`config.mk`:
```
export PLATFORM = sky130hd
export DESIGN_NAME = multicycle_sequencer
export DESIGN_NICKNAME = d
export VERILOG_FILES = /design/src/rtl/multicycle_sequencer.sv
export SDC_FILE = /design/constraint.sdc
export NUM_CORES = 1
export LEC_CHECK = 0
export ABC_AREA = 1
export CORE_MARGIN = 2
export CORE_UTILIZATION = 38
export CTS_CLUSTER_DIAMETER = 150
export CTS_CLUSTER_SIZE = 24
export DETAILED_ROUTE_END_ITERATION = 10
export GPL_TIMING_DRIVEN = 0
export PLACE_DENSITY = 0.95
export SYNTH_ARGS = -nofsm -noshare
export SYNTH_HDL_FRONTEND = slang
export SYNTH_SLANG_ARGS = --single-unit
export TNS_END_PERCENT = 100
```
`constraint.sdc`:
```
create_clock -name clk -period 2.1 [get_ports clk]
set_clock_uncertainty 0.1 [all_clocks]
set_input_delay 0.42 -clock clk [delete_from_list [all_inputs] [get_ports clk]]
set_output_delay 0.42 -clock clk [all_outputs]
set_load 0.01 [all_outputs]
```
`src/rtl/multicycle_sequencer.sv`:
```
// rtl/multicycle_sequencer.sv - FETCH/DECODE/EXEC/MEM/WB stage sequencer with interrupt entry and HALT
// Optional cycle/retire counters are built when PERF_CNT_EN is defined.
module multicycle_sequencer #(
    parameter int MEM_WAIT = 1
) (
    input  logic        clk,
    input  logic        rst,
    input  logic        INT,
    input  logic        mem_access,
    input  logic        reg_write,
    input  logic        halt,
    input  logic        rfe,
    output logic        ir_load,
    output logic        updPC,
    output logic        mem_stage,
    output logic        wr_stage,
    output logic        pc_sel_vec,
    output logic        save_epc,
    output logic        int_ack,
    output logic        instr_done,
    output logic        halted,
    output logic [2:0]  stage,
    output logic [31:0] cyc_cnt,
    output logic [31:0] instr_cnt
);

    typedef enum logic [2:0] {
        S_FETCH  = 3'd0,
        S_DECODE = 3'd1,
        S_EXEC   = 3'd2,
        S_MEM    = 3'd3,
        S_WB     = 3'd4,
        S_INTR   = 3'd5,
        S_HALT   = 3'd6
    } state_t;

    localparam logic [3:0] MEM_LOAD = 4'(MEM_WAIT - 1);

    state_t     r_state;
    state_t     w_next;
    logic       r_ie;
    logic       r_int_pend;
    logic [3:0] r_mem_cnt;
    logic       w_retire;
    logic       w_mem_enter;
    logic       w_int_req;

    // A request raised in the deciding cycle itself counts as pending.
    assign w_int_req = r_int_pend | INT;

    always_comb begin
        w_next      = r_state;
        w_retire    = 1'b0;
        w_mem_enter = 1'b0;
        ir_load     = 1'b0;
        updPC       = 1'b0;
        mem_stage   = 1'b0;
        wr_stage    = 1'b0;
        pc_sel_vec  = 1'b0;
        save_epc    = 1'b0;
        int_ack     = 1'b0;
        instr_done  = 1'b0;
        halted      = 1'b0;
        case (r_state)
            S_FETCH: begin
                ir_load = 1'b1;
                w_next  = S_DECODE;
            end
            S_DECODE: w_next = halt ? S_HALT : S_EXEC;
            S_EXEC: begin
                if (mem_access) begin
                    w_next      = S_MEM;
                    w_mem_enter = 1'b1;
                end else if (reg_write) begin
                    w_next = S_WB;
                end else begin
                    w_retire = 1'b1;
                end
            end
            S_MEM: begin
                mem_stage = 1'b1;
                if (r_mem_cnt == 4'd0) begin
                    if (reg_write) w_next = S_WB;
                    else           w_retire = 1'b1;
                end
            end
            S_WB: begin
                wr_stage = 1'b1;
                w_retire = 1'b1;
            end
            S_INTR: begin
                save_epc   = 1'b1;
                pc_sel_vec = 1'b1;
                updPC      = 1'b1;
                int_ack    = 1'b1;
                w_next     = S_FETCH;
            end
            S_HALT: begin
                halted = 1'b1;
                if (w_int_req && r_ie) w_next = S_INTR;
            end
            default: w_next = S_FETCH;
        endcase

        // rfe re-enables interrupts in time for its own retire decision.
        if (w_retire) begin
            updPC      = 1'b1;
            instr_done = 1'b1;
            w_next     = (w_int_req && (r_ie || rfe)) ? S_INTR : S_FETCH;
        end

        if (rst) begin
            ir_load    = 1'b0;
            updPC      = 1'b0;
            mem_stage  = 1'b0;
            wr_stage   = 1'b0;
            pc_sel_vec = 1'b0;
            save_epc   = 1'b0;
            int_ack    = 1'b0;
            instr_done = 1'b0;
            halted     = 1'b0;
        end
    end

    always_ff @(posedge clk) begin
        if (rst) begin
            r_state    <= S_FETCH;
            r_ie       <= 1'b1;
            r_int_pend <= 1'b0;
            r_mem_cnt  <= 4'd0;
        end else begin
            r_state <= w_next;
            // INTR consumes the pending request but keeps one arriving in that same cycle.
            if (r_state == S_INTR)  r_int_pend <= INT;
            else if (INT)           r_int_pend <= 1'b1;
            if (r_state == S_INTR)      r_ie <= 1'b0;
            else if (w_retire && rfe)   r_ie <= 1'b1;
            if (w_mem_enter)
                r_mem_cnt <= MEM_LOAD;
            else if (r_state == S_MEM && r_mem_cnt != 4'd0)
                r_mem_cnt <= r_mem_cnt - 4'd1;
        end
    end

    assign stage = r_state;

`ifdef PERF_CNT_EN
    logic [31:0] r_cyc_cnt;
    logic [31:0] r_instr_cnt;

    always_ff @(posedge clk) begin
        if (rst) begin
            r_cyc_cnt   <= 32'd0;
            r_instr_cnt <= 32'd0;
        end else begin
            r_cyc_cnt <= r_cyc_cnt + 32'd1;
            if (instr_done) r_instr_cnt <= r_instr_cnt + 32'd1;
        end
    end

    assign cyc_cnt   = r_cyc_cnt;
    assign instr_cnt = r_instr_cnt;
`else
    assign cyc_cnt   = 32'h0;
    assign instr_cnt = 32'h0;
`endif

endmodule

```
==> impl_metrics.env <==
export IMPL_wirelength_um=2092
export IMPL_hold_slack_ps=396.3
export IMPL_grt_overflow=0
export IMPL_grt_pass1_vias=813
export IMPL_viasPerCell=3.616
export IMPL_drive_gt1_share_pct=40.15
export IMPL_end_kind="primary output"
export IMPL_min_period_ps=1969
export IMPL_critical_path_arrival_ps=1450
export IMPL_cts_tree="done"
export IMPL_crit_chain="buf_6 > nor2_2 > nand2_1 > nor2_2 > buf_4 > dlygate4sd2_1"
export IMPL_drc=0
export IMPL_dr_pass1_iters=4
export IMPL_irDropWorstVdd_uv=290.2
export IMPL_final_cell_area_sq_um=1664
export IMPL_total_power_uw=983.7
export IMPL_portBuffers=18
export IMPL_post_drt_wl_per_cell_um=7.164
export IMPL_worst_slack_ps=131.3
export IMPL_row_count=20
export IMPL_preCtsSetupSlack_ps=-465.3
export IMPL_die_w_um=59.19
export IMPL_worstSkewPairLatency_ps=260
export IMPL_die_y_um=59.19
export IMPL_synth_seq_cells=9
export IMPL_synth_area_leaders="buf_4 (43%), dfxtp_1 (16%), nor2_1 (8.4%)"
export IMPL_vias=1056
export IMPL_power_switching_uw=415.4
export IMPL_startpoint_type="flop"
export IMPL_status="finished, final reports clean"
export IMPL_cts_buffers=3
export IMPL_syn_avg_cell_area_sq_um=6.729
export IMPL_grtUsageTotal_pct=11.36
export IMPL_cp_data_required_time_ps=1580
export IMPL_core_sq_um=2978
export IMPL_diodes=0
export IMPL_p_int_uw=568.3
export IMPL_htreeDepth=1
export IMPL_final_nets=269
export IMPL_grt_pass1_wl_um=3105
export IMPL_ioPinCount=83
export IMPL_cts_root_buffer="clkbuf_4"
export IMPL_comb_power_share_pct=62.7
export IMPL_synth_top_area_share_pct=43.46
export IMPL_maxCapViolCount=0
export IMPL_hp_class="flop to flop"
export IMPL_seq_area_frac_synth_pct=15.57
export IMPL_synth_cell_type_count=25
export IMPL_syn2layout_area_growth_pct=43.78
export IMPL_crit_type="flop to primary output"
export IMPL_dpl_cell_area_sq_um=1615
export IMPL_p_seq_share_pct=23.6
export IMPL_yosysWarnings=0
export IMPL_clk_pin_slew_ps=60
export IMPL_p_leak_uw=0.001072
export IMPL_crit_path_max_fanout=8
export IMPL_place_congestion=0.7537
export IMPL_finalMaxSlewViolations=0
export IMPL_setup_viol=0
export IMPL_antenna_found_initial=0
export IMPL_hpwl_um=1774
export IMPL_initial_core_util_pct=38.87
export IMPL_ant_nets=0
export IMPL_yosysTopAreaCell="buf_4"
export IMPL_switching_share_pct=42.22
export IMPL_cts_sinks=9
export IMPL_synthCells=172
export IMPL_critPathMostFrequentCell="nor2_2"
export IMPL_fin_crit_sh_pct=93.75
export IMPL_clockPowerShare_pct=13.6
export IMPL_rsz0062_at_grt="true"
export IMPL_die_area_sq_um=3503
export IMPL_fmax_mhz=508.0
export IMPL_critPathSlowestCell="dfxtp_1"
export IMPL_powerDensity_nw_per_um2=591.1
export IMPL_drt_iter0_drc=15
export IMPL_synth_cell_area_sq_um=1157
export IMPL_hold_viol=0
export IMPL_grt_max_degree=12
export IMPL_cp_slowest_stage_delay_ps=320
export IMPL_clk_path_buf_depth=2
## Yosys cell counts
cell type / number
a21oi_2: 2
inv_1: 11
o21ai_0: 2
or2_1: 1
o21a_1: 2
dfxtp_1: 9
nand3_1: 5
ha_1: 2
a22oi_1: 1
nor3_1: 1
buf_4: 67
clkbuf_1: 1
inv_2: 5
o211ai_1: 1
nand2_2: 4
nor2_2: 2
nand2_1: 19
buf_6: 1
nand3_2: 2
conb_1: 1
o21ai_2: 2
nor2_1: 26
a21oi_1: 3
o21bai_1: 1
nor3_2: 1
## timing repair
item                                    in CTS  in global routing
setup buffers                                3                  0
endpoints found under the setup margin       9                  5
resized for setup                           16                 12
hold buffers                                 0                  0
pin swaps                                    2                  1
## worst max-delay path, delay by kind of cell (launching register included)
| family | cells | cell delay, ps |
|---|---|---|
| buffers and inverters | 3 | 510 |
| and+or+nand+nor | 3 | 350 |
| DFF | 1 | 320 |
## metrics by stage
stage	util [%]	TNS [ps]	instances
floorplan	-	0	235
global placement	54.24	-2851	286
detailed placement	54.24	-3026	286
CTS	55.84	0	292
global route	55.88	-7.007	292
finish	55.88	0	292
## area by class of cell
type / instances / area [sq um]
Tap cell: 33 / 41.29
Clock buffer: 4 / 26.28
Multi-Input combinational cell: 141 / 650.6
Inverter: 16 / 60.06
Timing Repair Buffer: 21 / 185.2
Fill cell: 298 / 1314
Buffer: 68 / 514.2
Sequential cell: 9 / 186.4
## state kept, by name (all words and copies together) (netlist names)
signal and flops:
r_mem_cnt 4, stage 3, r_ie 1, r_int_pend 1
## cells by family after synthesis
kind of cell             count (synthesis)  synth area share (%)
AO/OA/AOI/OAI                           14                 8.433
adder cells (fa/ha/maj)                  2                 2.162
buffers and inverters                   85                 49.95
flip-flops                               9                 15.57
other                                    1                0.3240
AND/OR/NAND/NOR                         61                 23.57
## metal layers
metal	vias to the layer above	part of all wire, %	GRT usage (%)
met1	437	38	11.42
met4	0	0.57	4.870
met3	2	11	3.930
met5	-	0	0
met2	47	51	20.88
li1	570	-	-
## worst paths after layout
| path | start | endpoint | slack [ps] | cells past startpoint |
|---|---|---|---|---|
| max | stage[1] | pc_sel_vec | 130 | 6 |
| min | r_int_pend | r_int_pend | 400 | 2 |
| max reg2reg | r_mem_cnt[1] | stage[0] | 690 | 11 |
| min reg2reg | r_int_pend | r_int_pend | 400 | 2 |
## power by group through the flow
stage	sequential, uW	clock, uW	combinational (uW)
floorplan	236	0	428
global placement	227	0	589
detailed placement	228	0	598
CTS	229	141	614
global route	235	151	680
finish	233	134	617
## cells in the final DEF (no fill, tap or decap), types with 2 or more instances in the layout
cell type	instances
inv_1	10
nand2_1	19
clkbuf_4	3
conb_1	64
nor2_2	6
dlymetal6s2s_1	2
o21a_1	2
dfxtp_2	2
o21ai_2	2
clkdlybuf4s50_1	7
a21oi_1	3
nand2_2	4
buf_4	70
dlygate4sd2_1	6
o21ai_0	2
inv_2	6
dfxtp_1	6
ha_1	2
nand3_1	4
clkbuf_2	2
nor2_1	22
nand3_2	3
a21oi_2	2
No activity file was read; power rests on OpenSTA's default activity.
==> RTL change: new RTL, config.mk and constraints unchanged <==
Add a define of `PERF_CNT_EN`.
--- a/src/rtl/multicycle_sequencer.sv
+++ b/src/rtl/multicycle_sequencer.sv
@@ -1,5 +1,7 @@
 // rtl/multicycle_sequencer.sv - FETCH/DECODE/EXEC/MEM/WB stage sequencer with interrupt entry and HALT
 // Optional cycle/retire counters are built when PERF_CNT_EN is defined.
+`define PERF_CNT_EN
+
 module multicycle_sequencer #(
     parameter int MEM_WAIT = 1
 ) (
Behaviour: not the same (a bounded check fails within 4 cycles, from zero or initial values and one cycle with rst high).
==> RTL change against the unedited design <==
The run now ends with negative setup slack left; area after synthesis increased to 3.5 times the old value; wire length increased to 5.8 times the old value; via count rose to 4.4 times the old value; setup slack got worse by 0.14 ns; combinational power grew 37%; critical path depth is 4 higher; synthesized cell count grew to 3.8 times the old value; critical path type unchanged; cell area increased to 3.3 times the old value; sequential cell count rose by 64; cell count rose to 3.1 times the old value; die area grew to 3.3 times the old value; global-route usage up 9.5 points; largest cell class is now multi-input gates; total power rose to 3.6 times the old value.
==> RTL change: results (changes against the unedited design) <==
• finished with violations — outcome
• negative setup slack — violations in the final reports
• 1.916 nW — Static Leak, +79%
• dfxtp_2 — CP max-delay cell
• 7 — Post CTS Setup Buffer Count, +4
• 981 — Fill cells, +230%
• 1 — number of setup violations in the final report, +1
• 773 — Layout Nets, +190%
• 4,648 — Via Count, +340%
• -0.009687 ns — post-route setup TNS, -0.009687 ns
• 1043 µm — met3 wire len, +360%
• 6.224 µm² — per-instance average area after synthesis, -7.5%
• 1.108 mW — reported net switching power, +170%
• 1.59 ns — arrival time reported for the critical path endpoint, +0.14 ns
• 1.53 mW — Power Sequential, +560%
• 81 — I/O Buffers, +63
• 1.16 mW — clock group total power, +770%
• 4997 µm — metal1 wirelength, +530%
• 12,130 µm — Final Routed Wirelength, +480%
• 36.30% — global routing usage on met2, +15 points
• 9 — Num CTS Buffers, +6
• 0.08 ns — Worst-path clk slew, +0.02 ns
• 3 — Max Fanout on Critical Path, -5
• 0 — Yosys warning count, unchanged
• 4,300 — via count of the first global-routing pass, +430%
• 0.18 ns — worst setup slack for register-to-register paths, -0.51 ns
• 5826 µm — met2 routed wirelength, +450%
• -0.009687 ns — Worst Setup Slack, final, -0.1410 ns
• 35.69% — sequential-to-total area share from yosys stat, +20 points
• 0.9587 — gpl congestion, +27%
• dfxtp_1 36%, nand2_1 19%, nor2_1 12% — biggest area contributors in the synthesized netlist
• 0.34 ns — biggest cell delay along the critical path, +0.02 ns
• 0.36 ns — Clk Latency, worst-skew pair, +0.10 ns
• 19,390 µm — wire length of the first global-routing pass, +520%
• 9.126% — layout cells sized above 1, -31 points
• cyc_cnt[31] — launch instance of the worst min-delay path
• 33 — Yosys cell types, +32%
• 2 — buffer depth of the longest clock path, unchanged
• 206 x nand2_1, 132 x nor2_1, 73 x dfxtp_1 — top cell types by occurrence after synthesis
• simple AND/OR/NAND/NOR gates — Top delay family on crit path
• cyc_cnt[31] — hold path endpoint
• 8721 µm — DP HPWL, +390%
• updPC — end point of the critical path
• 7 — Worst Reg-to-Reg Cells, -4
• r_mem_cnt[1] — critical path startpoint
• 3 — H-tree lvl count, +2
• instr_cnt[23] — capture instance of the worst register-to-register path
• 36 — cells resized by post-CTS repair, +20
• 875 — number of instances in the placed design, +210%
• 5.206% — routing usage on met3, +1.3 points
• 20.90% — all-layer global routing usage, +9.5 points
• 60.54% — worst relative slew slack
• 903 — final non-filler cell total, +210%
• clkbuf_8 — Root Driver
• 13 — largest net degree at the start of global routing, +1
• 24.68% — met1 Usage GRT, +13 points
• instr_cnt[0] — worst r2r src
• 476.0 µV — Worst IR Drop VDD, +64%
• 258 — Initial DRC Count, +243
## RTL change: cell types whose count changed in the layout (fill, tap and decap cells not counted), sizes merged, moves of 8 or more
cell / unedited run / this run
inv: 16 / 60
clkdlybuf4s50: 7 / 70
nand3b: 0 / 8
conb: 64 / 0
nand4: 0 / 8
buf: 72 / 20
nand2: 23 / 209
xor2: 0 / 13
nor3: 2 / 16
nor2: 28 / 134
nand3: 7 / 39
clkbuf: 6 / 20
a21oi: 5 / 50
dfxtp: 9 / 73
## RTL change: area by class of cell
type	instances	area, µm²	share of cell area, %
multi-input combinational	509	2374	43.41
sequential	73	1470	26.89
timing repair buffer	94	912.1	16.68
inverter	62	249.0	4.554
tap	136	170.2	3.112
clock buffer	12	155.1	2.838
buffer	13	86.33	1.579
clock inverter	4	51.30	0.9382
## RTL change: metrics by stage
stage	power (mW)	instance area (µm²)	setup slack, ns	hold WS [ns]	utilization (%)
3_5_place_dp	2.247	5076	-0.7139	0.3734	48.73
5_1_grt	3.670	5468	-0.1327	0.4094	52.49
6_report	3.530	5468	-0.009687	0.3847	52.49
3_3_place_gp	2.223	5076	-0.7351	0.3616	48.73
2_1_floorplan	1.958	4095	0.2646	0.3542	-
4_1_cts	3.438	5343	-0.1315	0.3852	51.29
## RTL change: worst min-delay path: stages, from the launching register on
cell	delay (ns)
dfxtp_1	0.33
nand2_1	0.06
a21oi_1	0.05
## RTL change: logic make-up after synthesis
family                   Yosys count  synth area share (%)
AND/OR/NAND/NOR                  419                 42.62
buffers and inverters             76                 7.852
flip-flops                        73                 35.69
AO/OA/AOI/OAI                     66                 8.341
XOR/XNOR                          20                 4.277
adder cells (fa/ha/maj)            4                 1.222
